### config.mk
export PLATFORM = sky130hd
export DESIGN_NAME = tdm_eight_one_mux
export DESIGN_NICKNAME = d
export VERILOG_FILES = /design/src/rtl/tdm_eight_one_mux.sv
export SDC_FILE = /design/constraint.sdc
export NUM_CORES = 1
export LEC_CHECK = 0
export CORE_ASPECT_RATIO = 0.8
export CORE_MARGIN = 4
export CORE_UTILIZATION = 38
export CTS_BUF_LIST = sky130_fd_sc_hd__clkbuf_4 sky130_fd_sc_hd__clkbuf_8
export CTS_CLUSTER_DIAMETER = 30
export CTS_CLUSTER_SIZE = 24
export DETAILED_ROUTE_END_ITERATION = 6
export PLACE_DENSITY_LB_ADDON = 0.2
export SYNTH_ARGS = -nofsm -noshare
export SYNTH_HDL_FRONTEND = slang
export SYNTH_SLANG_ARGS = --single-unit
### constraint.sdc
create_clock -name clk -period 4.42 [get_ports clk]
set_input_delay 0.884 -clock clk [delete_from_list [all_inputs] [get_ports clk]]
set_output_delay 0.884 -clock clk [all_outputs]
set_load 0.05 [all_outputs]
### src/rtl/tdm_eight_one_mux.sv
// Time-division 8:1 multiplexer: captures a frame of eight channels plus an enable
// mask and emits the enabled channels as one tagged beat per accepted cycle.
module tdm_eight_one_mux #(
    parameter int WIDTH = 1
) (
    input  logic                 clk,
    input  logic                 rst_n,
    input  logic [8*WIDTH-1:0]   D,
    input  logic [7:0]           En,
    input  logic                 in_valid,
    output logic                 in_ready,
    output logic [WIDTH-1:0]     Y,
    output logic [2:0]           Sel,
    output logic                 out_valid,
    input  logic                 out_ready,
    output logic                 frame_last,
    output logic [7:0]           frame_cnt
);

    typedef enum logic [0:0] {
        IDLE = 1'b0,
        SEND = 1'b1
    } state_t;

    // Index of the lowest set bit; caller guarantees a non-zero mask.
    function automatic logic [2:0] lowest_idx(input logic [7:0] mask);
        logic [2:0] idx;
        idx = 3'd0;
        for (int i = 7; i >= 0; i--) begin
            idx = mask[i] ? 3'(i) : idx;
        end
        return idx;
    endfunction

    function automatic logic [7:0] mask_above(input logic [7:0] mask, input logic [2:0] idx);
        logic [7:0] keep;
        for (int i = 0; i < 8; i++) begin
            keep[i] = (3'(i) > idx);
        end
        return mask & keep;
    endfunction

    function automatic logic [WIDTH-1:0] chan_data(input logic [8*WIDTH-1:0] data,
                                                   input logic [2:0]         idx);
        return data[int'(idx)*WIDTH +: WIDTH];
    endfunction

    state_t               state_r, state_s;
    logic [8*WIDTH-1:0]   data_r, data_s;
    logic [7:0]           mask_r, mask_s;
    logic [2:0]           sel_r, sel_s;
    logic [WIDTH-1:0]     y_r, y_s;
    logic                 last_r, last_s;
    logic [7:0]           cnt_r, cnt_s;
    logic                 in_ready_r;
    logic                 out_valid_r;
    logic [2:0]           first_s;
    logic [2:0]           nxt_s;
    logic [7:0]           rem_s;

    // State register.
    always_ff @(posedge clk or negedge rst_n) begin
        if (!rst_n) begin
            state_r <= IDLE;
        end else begin
            state_r <= state_s;
        end
    end

    // Next-state and next-beat selection; skipping disabled lanes is a priority pick on the remaining mask.
    always_comb begin
        state_s = state_r;
        data_s  = data_r;
        mask_s  = mask_r;
        sel_s   = sel_r;
        y_s     = y_r;
        last_s  = last_r;
        cnt_s   = cnt_r;
        first_s = lowest_idx(En);
        rem_s   = mask_above(mask_r, sel_r);
        nxt_s   = lowest_idx(rem_s);
        case (state_r)
            IDLE: begin
                if (in_valid) begin
                    data_s = D;
                    mask_s = En;
                    if (En != 8'h00) begin
                        state_s = SEND;
                        sel_s   = first_s;
                        y_s     = chan_data(D, first_s);
                        last_s  = (mask_above(En, first_s) == 8'h00);
                    end else begin
                        state_s = IDLE;
                    end
                end else begin
                    state_s = IDLE;
                end
            end
            SEND: begin
                if (out_ready) begin
                    if (last_r) begin
                        state_s = IDLE;
                        cnt_s   = cnt_r + 8'd1;
                    end else begin
                        sel_s  = nxt_s;
                        y_s    = chan_data(data_r, nxt_s);
                        last_s = (mask_above(mask_r, nxt_s) == 8'h00);
                    end
                end else begin
                    state_s = SEND;
                end
            end
            default: begin
                state_s = IDLE;
            end
        endcase
    end

    // Frame capture, beat and handshake registers; in_ready resets high so it is asserted on release.
    always_ff @(posedge clk or negedge rst_n) begin
        if (!rst_n) begin
            data_r      <= '0;
            mask_r      <= 8'h00;
            sel_r       <= 3'd0;
            y_r         <= '0;
            last_r      <= 1'b0;
            cnt_r       <= 8'h00;
            in_ready_r  <= 1'b1;
            out_valid_r <= 1'b0;
        end else begin
            data_r      <= data_s;
            mask_r      <= mask_s;
            sel_r       <= sel_s;
            y_r         <= y_s;
            last_r      <= last_s;
            cnt_r       <= cnt_s;
            in_ready_r  <= (state_s == IDLE);
            out_valid_r <= (state_s == SEND);
        end
    end

    assign in_ready   = in_ready_r;
    assign out_valid  = out_valid_r;
    assign Y          = y_r;
    assign Sel        = sel_r;
    assign frame_last = last_r;
    assign frame_cnt  = cnt_r;

endmodule

# Word-level counts from Yosys, hierarchy flattened
# Cells that the tools add are included.
classes:
  addsub: 1
  magnitude_cmp: 24
  eq_ne: 4
  shift: 2
  n_mux: 36
  bitwise: 5
  reduce_logical: 7
op_table:
  columns: ["cell", "n"]
  rows:
  - ["$mux 3", 20]
  - ["$gt 3x3->1 const A", 12]
  - ["$and 8x8->8", 3]
  - ["$gt 1x3->1 const A", 6]
  - ["$gt 2x3->1 const A", 6]
  - ["$logic_not 8->1", 2]
  - ["$shiftx 8x4->1", 2]
  - ["$mux 1", 12]
  - ["$add 8x1->8 const B", 1]
  - ["$ne 2x2->1 const B", 4]
  - ["$reduce_bool 8->1", 1]
  - ["$pmux 1 s2", 3]
  - ["$pmux 3 s2", 1]
  - ["$reduce_and 3->1", 2]
  - ["$reduce_and 4->1", 1]
  - ["$not 1->1", 2]
  - ["$reduce_and 2->1", 1]
word_totals:
  register_bits: 31
  inputBits: 20
  out_inout_bits: 15
  word_cells: 87

# Depth between registers and ports, before layout
# Gate-level depths: netlist (run 1).
depth:
  depth_word: 16
  mapped_depth: 8
  ltp_nobuf: 7

# Worst setup path before layout (run 1)
# No wires, ideal clock.
synth_path:
  path_kind: "register to register"
  start: "register sel_r[0], in the netlist Sel[0]"
  end: "register y_r, in the netlist Y"
  setup_ps: 143
  arrival_ps: 2239
  t_required_ps: 4277
  slack_ps: 2038
  path_stages_with_launch: 7
  path_buffers: 0
  period_less_slack_ps: 2382
  path_cell_list: "dfrtp_1 > and2b_1 > and3_1 > nor2_1 > mux2_1 > a2111oi_0 > o221ai_1"
synth_between:
  elab_chain_cells: 14
  word_cells_on_any_way: 21
  classes_between: "8 x order compare; 1 x shift; 11 x mux; 1 x bitwise"
synth_lines:
  columns: ["item", "line_no", "rtl"]
  rows:
  - ["start: declaration", "51", "logic [2:0] sel_r, sel_s;"]
  - ["start signal: assignment", "133", "sel_r <= sel_s;"]
  - ["$gt 3x3->1", "38", "keep[i] = (3'(i) > idx);"]
  - ["$and 8x8->8 *", "40", "return mask & keep;"]
  - ["$mux 3 (7 in a row)", "30", "idx = mask[i] ? 3'(i) : idx;"]
  - ["$mux 3 *", "30", null]
  - ["$shiftx 8x4->1 *", "45", "return data[int'(idx)*WIDTH +: WIDTH];"]
  - ["$mux 1 *", "101", "if (last_r) begin"]
  - ["$mux 1 *", "100", "if (out_ready) begin"]
  - ["$pmux 1 s2 *", "82", "case (state_r)"]
  - ["end signal: assignment", "134", "y_r <= y_s;"]
  - ["end: declaration", "52", "logic [WIDTH-1:0] y_r, y_s;"]
# Mark *: on every way between the ends. The rest lies on a longest branch, timed or not. The select of a mux whose other input is x is not followed.
# A chain may end at the register's enable or synchronous reset.

# Worst setup path after layout (run 1)
layout_path:
  start: "input port En[7]"
  end: "register last_r, in the netlist frame_last"
layout_between:
  elab_chain_cells: 14
  word_cells_on_any_way: 24
  classes_between: "8 x order compare; 1 x eq/ne; 11 x mux; 1 x bitwise; 3 x reduce/logical"
layout_lines:
  columns: ["item", "line_no", "rtl"]
  rows:
  - ["start: declaration", "9", "input logic [7:0] En,"]
  - ["$mux 3 (8 in a row)", "30", null]
  - ["$gt 1x3->1 (tied with other cells)", "38", null]
  - ["$and 8x8->8", "40", null]
  - ["$logic_not 8->1", "91", "last_s = (mask_above(En, first_s) == 8'h00);"]
  - ["$mux 1", "87", "if (En != 8'h00) begin"]
  - ["$mux 1", "84", "if (in_valid) begin"]
  - ["$pmux 1 s2", "82", null]
  - ["end signal: assignment", "135", "last_r <= last_s;"]
  - ["end: declaration", "53", "logic last_r, last_s;"]
# Parallel ways exist; a longest one is shown, timed or not. The select of a mux whose other input is x is not followed.

==> run_results.csv, run 1 <==
group,metric,value,unit
run_status,run_status,"finished, final reports clean",
clocking,clock_path_buffers,2,
routing,drt-initial-drc-count,113,
yosys,ys.warnings.count,0,
critical_path,path_max_fanout,6,
global_route,grt_max_degree,22,
sta,rsz0062_at_grt,"no",
routing,vias,1672,
sta,whs,0.4827,ns
finish,nets,269,
sta,setup_violations,0,
yosys,synth_top_area_share,0.3796,
power,p_per_area,745.3,mW/mm^2
placed_design,dp.cells,301,
critical_path,cp_slowest_cell,"clkdlybuf4s50_1",
placed_design,place_congestion,0.8449,
power,irDropWorstVdd,326.2,uV
routing,drt-pass1-iter-count,4,
sta,finalMaxSlewViolations,0,
sta,period_minus_slack,2.975,ns
critical_path,crit_family,"compound AO/OA/AOI/OAI gates",
yosys,synth_edf_count,0,
finish,drive_gt1_frac,0.1245,
routing,routed_wl,4719,microns
clocking,clock_latency,0.28,ns
floorplanning,core_area,0.004735,sq mm
clocking,post_cts_buffers,0,
finish,stdcell_count,309,
critical_path,r2r_slack,2.01,ns
power,p_leak,1.026,nW
critical_path,cp-end-kind,"flop",
global_route,grt_pass1_wl,7769,microns
critical_path,reg2reg_to,"Y",
floorplanning,pin_count,35,
yosys,yosysTopAreaCell,"dfrtp_1",
global_route,overflow,0,
yosys,postSynthCellCount,213,
floorplanning,num_rows,22,
critical_path,worstReg2RegStart,"Sel[0]",
sta,hold_viol,0,
yosys,netlist_area,0.001912,sq mm
clocking,clkSinkCount,30,
yosys,synth_ff_type,"dfrtp_1",
floorplanning,initial_core_util,0.4038,
routing,drt-vias-per-instance,5.411,
routing,ant_nets,0,
yosys,syn-mean-instance-area,8.976,sq um
floorplanning,die-area,0.006237,sq mm
finish,multiInputGateArea,0.001079,sq mm
worst_hold_path,hold_path_startpoint,"frame_cnt[7]",
placed_design,io_buffers,34,
clocking,htree_levels,2,
finish,seq_area,752.0,sq um
worst_hold_path,hold_path_depth,1,
clocking,cts-root-buf,"clkbuf_8",
run,drv_cap,0,
worst_hold_path,min_to,"frame_cnt[7]",
placed_design,dp_hpwl,3628,microns
yosys,yosys-top-cells-count,"dfrtp_1, nor2_1, nand2_1",
yosys,synth_fp_nets,234,
placed_design,place_area,0.002298,sq mm
sta,max_freq,336.1,MHz
finish,diodes,0,
global_route,gr-usage-all-layers,0.1606,
clocking,cts_made_buffers,5,
yosys,synthArstFlopShare,1.000,
critical_path,r2r_cells,6,
critical_path,critical_path_required,4.59,ns
sta,finClkSkew,0.003272,ns
floorplanning,die_h,71.44,microns
finish,stdcell_area,0.002394,sq mm
critical_path,arrival,3.14,ns
sta,min_period_over_period,0.6732,
critical_path,crit_chain,"clkdlybuf4s50_1 -> nor2_1 -> o31ai_1 -> nor3b_1 -> a211o_2 -> a221oi_1 -> a2111oi_1",
clocking,cts_tree,"done",
yosys,yosysMostFrequentCell,"dfrtp_1",
clocking,cts_hold_buffers,0,
yosys,synth-seq-cells,30,
routing,drc,0,
sta,relSlewSlack,0.4838,
floorplanning,dieWidth,87.30,microns
global_route,grt_pass1_vias,1559,
yosys,synth-seq-area-share,0.3933,
worst_hold_path,hold_path_class,"flop to flop",
critical_path,cp_num_buf_inv,1,
critical_path,critPathKind,"input pin to flop",
yosys,synthTopCellsByArea,"dfrtp_1, mux2_2, a21oi_1, nor2_1, nand2_1",
finish,n_fill_cell,462,
global_route,antenna_found_initial,0,
finish,area_growth,25.20,%
clocking,cts.clk_slew.worst_paths,0.06,ns
yosys,yosysUniqueCellTypes,52,
sta,setup_tns,0,ns
routing,wl_per_cell,15.27,microns
critical_path,critPathMaxStageDelay,0.58,ns
sta,tightest_slew,0.7725,ns
critical_path,cp-start-kind,"input pin",
clocking,cts.repair.resized,0,
## power breakdown
part	switching [mW]	internal (mW)	leakage, nW	total [mW]
clock network	0.0992	0.131	0.0517	0.231
logic	0.578	0.414	0.610	0.992
registers	0.164	0.398	0.365	0.562
total	0.841	0.943	1.03	1.78
## placed cells by master, fill, tap and decap left out, types with 3 or more instances in the layout
| cell | count |
|---|---|
| dfrtp_1 | 29 |
| mux2_2 | 14 |
| o21ai_0 | 14 |
| nor2_1 | 21 |
| o21bai_1 | 3 |
| nand3_1 | 7 |
| nand2_1 | 20 |
| nor3_1 | 3 |
| xnor2_1 | 4 |
| a21oi_1 | 16 |
| inv_1 | 12 |
| or3_1 | 3 |
| xor2_1 | 3 |
| clkdlybuf4s50_1 | 34 |
| clkbuf_8 | 6 |
| mux2i_1 | 4 |
| and2b_1 | 3 |
| o22ai_1 | 3 |
| o31ai_1 | 3 |
| nand2b_1 | 4 |
| and3_1 | 3 |
## worst max path at each step
stage	from	end	slack, ns	depth (start not counted)
6_report	En[7]	frame_last	1.44	7
5_1_grt	En[7]	frame_last	1.25	7
4_1_cts	En[7]	frame_last	1.45	7
3_5_place_dp	En[7]	frame_last	1.16	7
3_3_place_gp	En[7]	frame_last	1.12	7
2_1_floorplan	Sel[0]	Y	2.04	6
## metal layers
metal / routed length, microns / global-route usage / vias up
met4: 58 / 0.04600 / 0
met5: 0 / 0 / -
met2: 2001 / 0.2149 / 40
met1: 2408 / 0.2500 / 787
li1: - / - / 840
met3: 250 / 0.04138 / 5
## final cells by class
class	count	area share
Inverter	12	0.01882
Tap cell	60	0.03136
Clock buffer	7	0.03764
Timing Repair Buffer	35	0.1453
Sequential cell	30	0.3142
Clock inverter	1	0.002091
Multi-Input combinational cell	164	0.4506
## kinds of logic (layout without fill, tap and decap cells)
kind of cell               count (synthesis)  after routing  synth area share
AOI/OAI and AO/OA                         63             63            0.2291
xor gates and xnor gates                   7              7           0.03207
adders and majority gates                  2              2           0.01178
buffers and inverters                     19             55           0.04254
DFF                                       30             30            0.3933
muxes                                     19             19            0.1093
and+or+nand+nor                           73             73            0.1819
## state kept, by name (all words and copies together) (netlist names)
signal and flops:
data_r 8, Y 1, frame_last 1, frame_cnt 8, out_valid 1, Sel 3
mask_r 7, in_ready 1
## stage by stage
stage | util | power, mW | worst slack, ns
after floorplan | - | 1.261 | 2.038
after global placement | 0.4855 | 1.547 | 1.117
after detailed placement | 0.4855 | 1.547 | 1.161
after CTS | 0.5056 | 1.785 | 1.454
after global routing | 0.5056 | 1.920 | 1.251
final | 0.5056 | 1.784 | 1.445
(Power assumes the default switching activity.)
==> run 2: changes to the inputs <==
==> constraint.sdc (replaced) <==
create_clock -name clk -period 3 [get_ports clk]
set_input_delay 0.6 -clock clk [delete_from_list [all_inputs] [get_ports clk]]
set_output_delay 0.6 -clock clk [all_outputs]
set_load 0.05 [all_outputs]
==> run 2 against run 1 <==
Sequential power increased by 46%. Sequential cell count unchanged. Die area unchanged. Design area increased by 1.6%.
==> run_results.csv, run 2 (synthesized netlist as in run 1, its figures left out) <==
group,metric,value,unit
run_status,run_status,"finished, final reports clean",
critical_path,critPathKind,"input pin to flop",
finish,drive_gt1_frac,0.1417,
finish,diodes,0,
finish,layout_commonest_cell,"clkdlybuf4s50_1",
sta,relSlewSlack,0.6144,
sta,min_period_over_period,0.8532,
routing,highest_layer,"met4",
routing,ant_nets,0,
routing,drt-initial-drc-count,98,
routing,routed-wl-met3,299,microns
routing,wl_met2,1868,microns
clocking,clock_path_buffers,2,
global_route,grt_pass1_wl,7803,microns
power,p_leak,1.050,nW
clocking,clock_latency,0.29,ns
floorplanning,initial_core_util,0.4038,
sta,hold_viol,0,
finish,nets,274,
routing,routed_wl,4672,microns
floorplanning,core_area,0.004735,sq mm
floorplanning,num_rows,22,
sta,period_minus_slack,2.560,ns
clocking,cts.clk_slew.worst_paths,0.06,ns
clocking,cts-root-buf,"clkbuf_8",
run,drv_cap,0,
routing,drt-pass1-iter-count,4,
clocking,cts_hold_buffers,0,
floorplanning,dieWidth,87.30,microns
worst_hold_path,hold_path_class,"flop to flop",
critical_path,critical_path_required,3.16,ns
routing,wl_per_cell,14.88,microns
global_route,antenna_found_initial,0,
placed_design,io_buffers,34,
power,irDropWorstVdd,438.0,uV
sta,max_freq,390.7,MHz
sta,finClkSkew,0.007699,ns
finish,area_growth,27.16,%
floorplanning,pin_count,35,
clocking,htree_levels,2,
routing,drt-vias-per-instance,5.347,
clocking,cts.repair.resized,0,
placed_design,place_congestion,0.8187,
global_route,gr-usage-all-layers,0.1615,
placed_design,dp_hpwl,3534,microns
routing,wl_met1,2454,microns
power,p_per_area,1084,mW/mm^2
critical_path,cp-end-kind,"flop",
sta,tightest_slew,0.5638,ns
critical_path,cp-start-kind,"input pin",
sta,rsz0062_at_grt,"no",
clocking,post_cts_buffers,0,
global_route,overflow,0,
critical_path,arrival,2.72,ns
sta,setup_tns,0,ns
critical_path,r2r_cells,6,
floorplanning,die_h,71.44,microns
routing,drc,0,
clocking,cts_made_buffers,5,
sta,setup_violations,0,
worst_hold_path,hold_path_depth,1,
clocking,clkSinkCount,30,
finish,final_util,0.5135,
finish,final_cell_mix,"clkdlybuf4s50_1, dfrtp_1, nor2_1, nand2_1, a21oi_1",
critical_path,path_max_fanout,6,
global_route,grt_max_degree,31,
floorplanning,die-area,0.006237,sq mm
clocking,cts_tree,"done",
global_route,grt_pass1_vias,1509,
sta,finalMaxSlewViolations,0,
routing,vias,1679,
run 2: cell types whose count changed in the layout (fill, tap and decap cells not counted):
cell   previous run  this run
buf_4             1         6
run 2: layout make-up:
type / count / area (sq um)
flip-flops and latches: 30 / 752.0
fillers: 468 / 2303
multi-input cells: 164 / 1079
well taps: 60 / 75.07
inverters: 12 / 45.04
clock buffers: 7 / 90.09
repair buffers: 40 / 385.4
clock inverters: 1 / 5.005
run 2: stage by stage:
step                      power [mW]  cell area, sq um  setup WS [ns]  instances  hold slack [ns]
after floorplan                1.858              1912         0.6179        213           0.3044
after global placement         2.276              2336         0.2199        306           0.4626
after detailed placement       2.286              2336         0.1502        306           0.4705
after global routing           2.844              2431         0.1794        314           0.4978
after CTS                      2.641              2431         0.4428        314           0.4795
final                          2.636              2431         0.4404        314           0.4741
run 2: final timing paths:
check	start	end	slack [ns]
min reg2reg	frame_cnt[7]	frame_cnt[7]	0.47
min	frame_cnt[7]	frame_cnt[7]	0.47
max reg2reg	Sel[0]	Y	0.54
min in group asynchronous	rst_n	data_r[7]	0.70
max in group asynchronous	rst_n	in_ready	1.96
max	En[7]	frame_last	0.44
run 2: metal layers:
metal | up-vias | track usage
li1 | 846 | -
met1 | 775 | 0.2619
met2 | 51 | 0.1982
met3 | 7 | 0.05287
met4 | 0 | 0.04089
met5 | - | 0
run 2: worst max-delay path: stages:
cell and delay [ns]:
clkdlybuf4s50_1 0.57, nor2_1 0.09, o31ai_1 0.38, nor3b_1 0.47, a211o_2 0.21, a221oi_1 0.08
a2111oi_1 0.32
run 2: power breakdown:
group          switching (mW)  internal, mW  total [mW]  leakage (nW)
sequential              0.236         0.586       0.822         0.365
combinational           0.851         0.615        1.47         0.634
clock                   0.154         0.194       0.348        0.0517
==> run 3: changes to the inputs <==
--- a/config.mk
+++ b/config.mk
@@ -7,7 +7,7 @@
 export LEC_CHECK = 0
 export CORE_ASPECT_RATIO = 0.8
 export CORE_MARGIN = 4
-export CORE_UTILIZATION = 38
+export CORE_UTILIZATION = 40
 export CTS_BUF_LIST = sky130_fd_sc_hd__clkbuf_4 sky130_fd_sc_hd__clkbuf_8
 export CTS_CLUSTER_DIAMETER = 30
 export CTS_CLUSTER_SIZE = 24
==> run 3 against run 2 <==
First-iteration DRC count up 15%. Clock skew is 0.0014 ns higher. Total power is essentially flat. Sequential power shrank 0.5%. Clock power up 2%. Count of clock-buffer cells in the layout grew 1. Combinational power about the same. Routed wire length unchanged. Critical path type is now flop to flop. Largest power group unchanged.
==> run_results.csv, run 3 (synthesized netlist as in run 1, its figures left out) <==
group,metric,value,unit
finish,layout_commonest_cell,"clkdlybuf4s50_1",
clocking,cts.clk_slew.worst_paths,0.06,ns
critical_path,cp-end-kind,"flop",
sta,setup_tns,0,ns
routing,drc,0,
finish,n_fill_cell,427,
global_route,grt_pass1_vias,1537,
power,switchingPower,1.228,mW
power,pwr-share-comb,0.555,
clocking,htree_levels,2,
critical_path,worstReg2RegStart,"Sel[2]",
clocking,clkSinkCount,30,
power,p_seq_frac,0.310,
critical_path,cp-start-kind,"flop",
power,sw_frac_of_total,0.4658,
critical_path,r2r_cells,7,
power,irDropWorstVdd,395.3,uV
clocking,cts-root-buf,"clkbuf_8",
sta,period_minus_slack,2.471,ns
clocking,cts_hold_buffers,0,
run,drv_cap,0,
floorplanning,num_rows,22,
critical_path,path_max_fanout,14,
finish,stdcell_count,316,
routing,routed_wl,4672,microns
critical_path,arrival,2.63,ns
critical_path,worstSetupPathDepth,7,
power,intPower,1.408,mW
clocking,cts_tree,"done",
floorplanning,die_h,69.84,microns
finish,multiInputGateArea,0.001079,sq mm
global_route,antenna_found_initial,0,
placed_design,dp_hpwl,3554,microns
sta,tightest_slew,0.5017,ns
critical_path,crit_family,"compound AO/OA/AOI/OAI gates",
sta,hold_viol,0,
sta,max_freq,404.6,MHz
sta,finClkSkew,0.009052,ns
floorplanning,pin_count,35,
power,p_per_area,1076,mW/mm^2
critical_path,cp_num_buf_inv,0,
placed_design,place_congestion,0.8111,
worst_hold_path,hold_path_startpoint,"frame_cnt[7]",
clocking,post_cts_buffers,0,
critical_path,critical_path_required,3.16,ns
sta,relSlewSlack,0.6645,
finish,diodes,0,
placed_design,pre_cts_slack,0.3068,ns
finish,final_cell_mix,"clkdlybuf4s50_1, dfrtp_1, nor2_1, nand2_1, a21oi_1",
finish,nets,276,
critical_path,crit_chain,"o21bai_1 -> o21ai_0 -> o22ai_1 -> nand2_1 -> a221oi_1 -> o21ai_1 -> a2111oi_1",
sta,finalMaxSlewViolations,0,
sta,min_period_over_period,0.8238,
critical_path,endpoint,"frame_last",
critical_path,r2r_slack,0.53,ns
routing,ant_nets,0,
routing,drt-pass1-iter-count,4,
critical_path,reg2reg_to,"frame_last",
placed_design,io_buffers,34,
floorplanning,die-area,0.005957,sq mm
placed_design,dp.cells,308,
routing,drt-vias-per-instance,5.415,
floorplanning,core_area,0.004597,sq mm
floorplanning,dieWidth,85.30,microns
routing,wl_per_cell,14.78,microns
sta,rsz0062_at_grt,"no",
power,p_leak,1.061,nW
finish,area_growth,28.08,%
sta,worst_slack,0.5287,ns
clocking,cts.repair.resized,0,
clocking,cts_made_buffers,5,
finish,drive_gt1_frac,0.1484,
power,p_clk_frac,0.135,
power,power,2.636,mW
routing,drt-initial-drc-count,113,
run_status,run_status,"finished, final reports clean",
routing,vias,1711,
critical_path,cp_slowest_cell,"dfrtp_1",
critical_path,critPathKind,"flop to flop",
sta,setup_violations,0,
worst_hold_path,hold_path_class,"flop to flop",
global_route,grt_pass1_wl,7824,microns
critical_path,worst_setup_path_startpoint,"Sel[2]",
clocking,clock_latency,0.28,ns
floorplanning,initial_core_util,0.4159,
global_route,grt_max_degree,31,
global_route,gr-usage-all-layers,0.1643,
critical_path,critPathMaxStageDelay,0.61,ns
clocking,clock_path_buffers,2,
finish,seq_area,752.0,sq um
global_route,overflow,0,
-- run 3: cell types whose count changed in the layout (fill, tap and decap cells not counted) --
cell	before	now
buf_4	6	8
clkbuf_4	1	2
clkinv_2	1	0
-- run 3: worst min-delay path by stage --
| stage | endpoint | slack [ns] | depth (start not counted) |
|---|---|---|---|
| 3_3_place_gp | data_r[5] | 0.46 | 2 |
| 6_report | frame_cnt[7] | 0.48 | 1 |
| 4_1_cts | data_r[5] | 0.49 | 2 |
| 3_5_place_dp | data_r[5] | 0.47 | 2 |
| 2_1_floorplan | Sel[0] | 0.30 | 0 |
| 5_1_grt | frame_cnt[6] | 0.51 | 1 |
-- run 3: metrics by stage --
stage / instance area [sq um] / utilization / hold WS (ns)
2_1_floorplan: 1912 / - / 0.3044
3_3_place_gp: 2351 / 0.5114 / 0.4620
3_5_place_dp: 2351 / 0.5114 / 0.4715
4_1_cts: 2449 / 0.5327 / 0.4865
5_1_grt: 2449 / 0.5327 / 0.5054
6_report: 2449 / 0.5327 / 0.4781
-- run 3: power groups by stage --
stage	logic, mW	registers, mW	clock network [mW]
2_1_floorplan	0.875	0.982	0
3_3_place_gp	1.45	0.817	0
3_5_place_dp	1.46	0.823	0
4_1_cts	1.47	0.816	0.361
5_1_grt	1.60	0.850	0.380
6_report	1.46	0.818	0.355
-- run 3: cell type report --
class / count / share of cell area
repair buffers: 42 / 0.1635
well taps: 60 / 0.03066
inverters: 12 / 0.01840
clock buffers: 8 / 0.03986
multi-input cells: 164 / 0.4405
flip-flops and latches: 30 / 0.3071
-- run 3: worst reg2reg max path, stage by stage, from the launching register on --
cell and delay [ns]:
dfrtp_1 0.61, o21bai_1 0.17, o21ai_0 0.17, o22ai_1 0.36
nand2_1 0.25, a221oi_1 0.32, o21ai_1 0.12, a2111oi_1 0.34
-- run 3: routing by layer --
layer  GRT usage  wire length [microns]  vias up
met1      0.2478                   2438      802
met2      0.2319                   1958       43
met4     0.04745                     51        0
met5           0                      0        -
met3     0.03682                    224        5
li1            -                      -      861
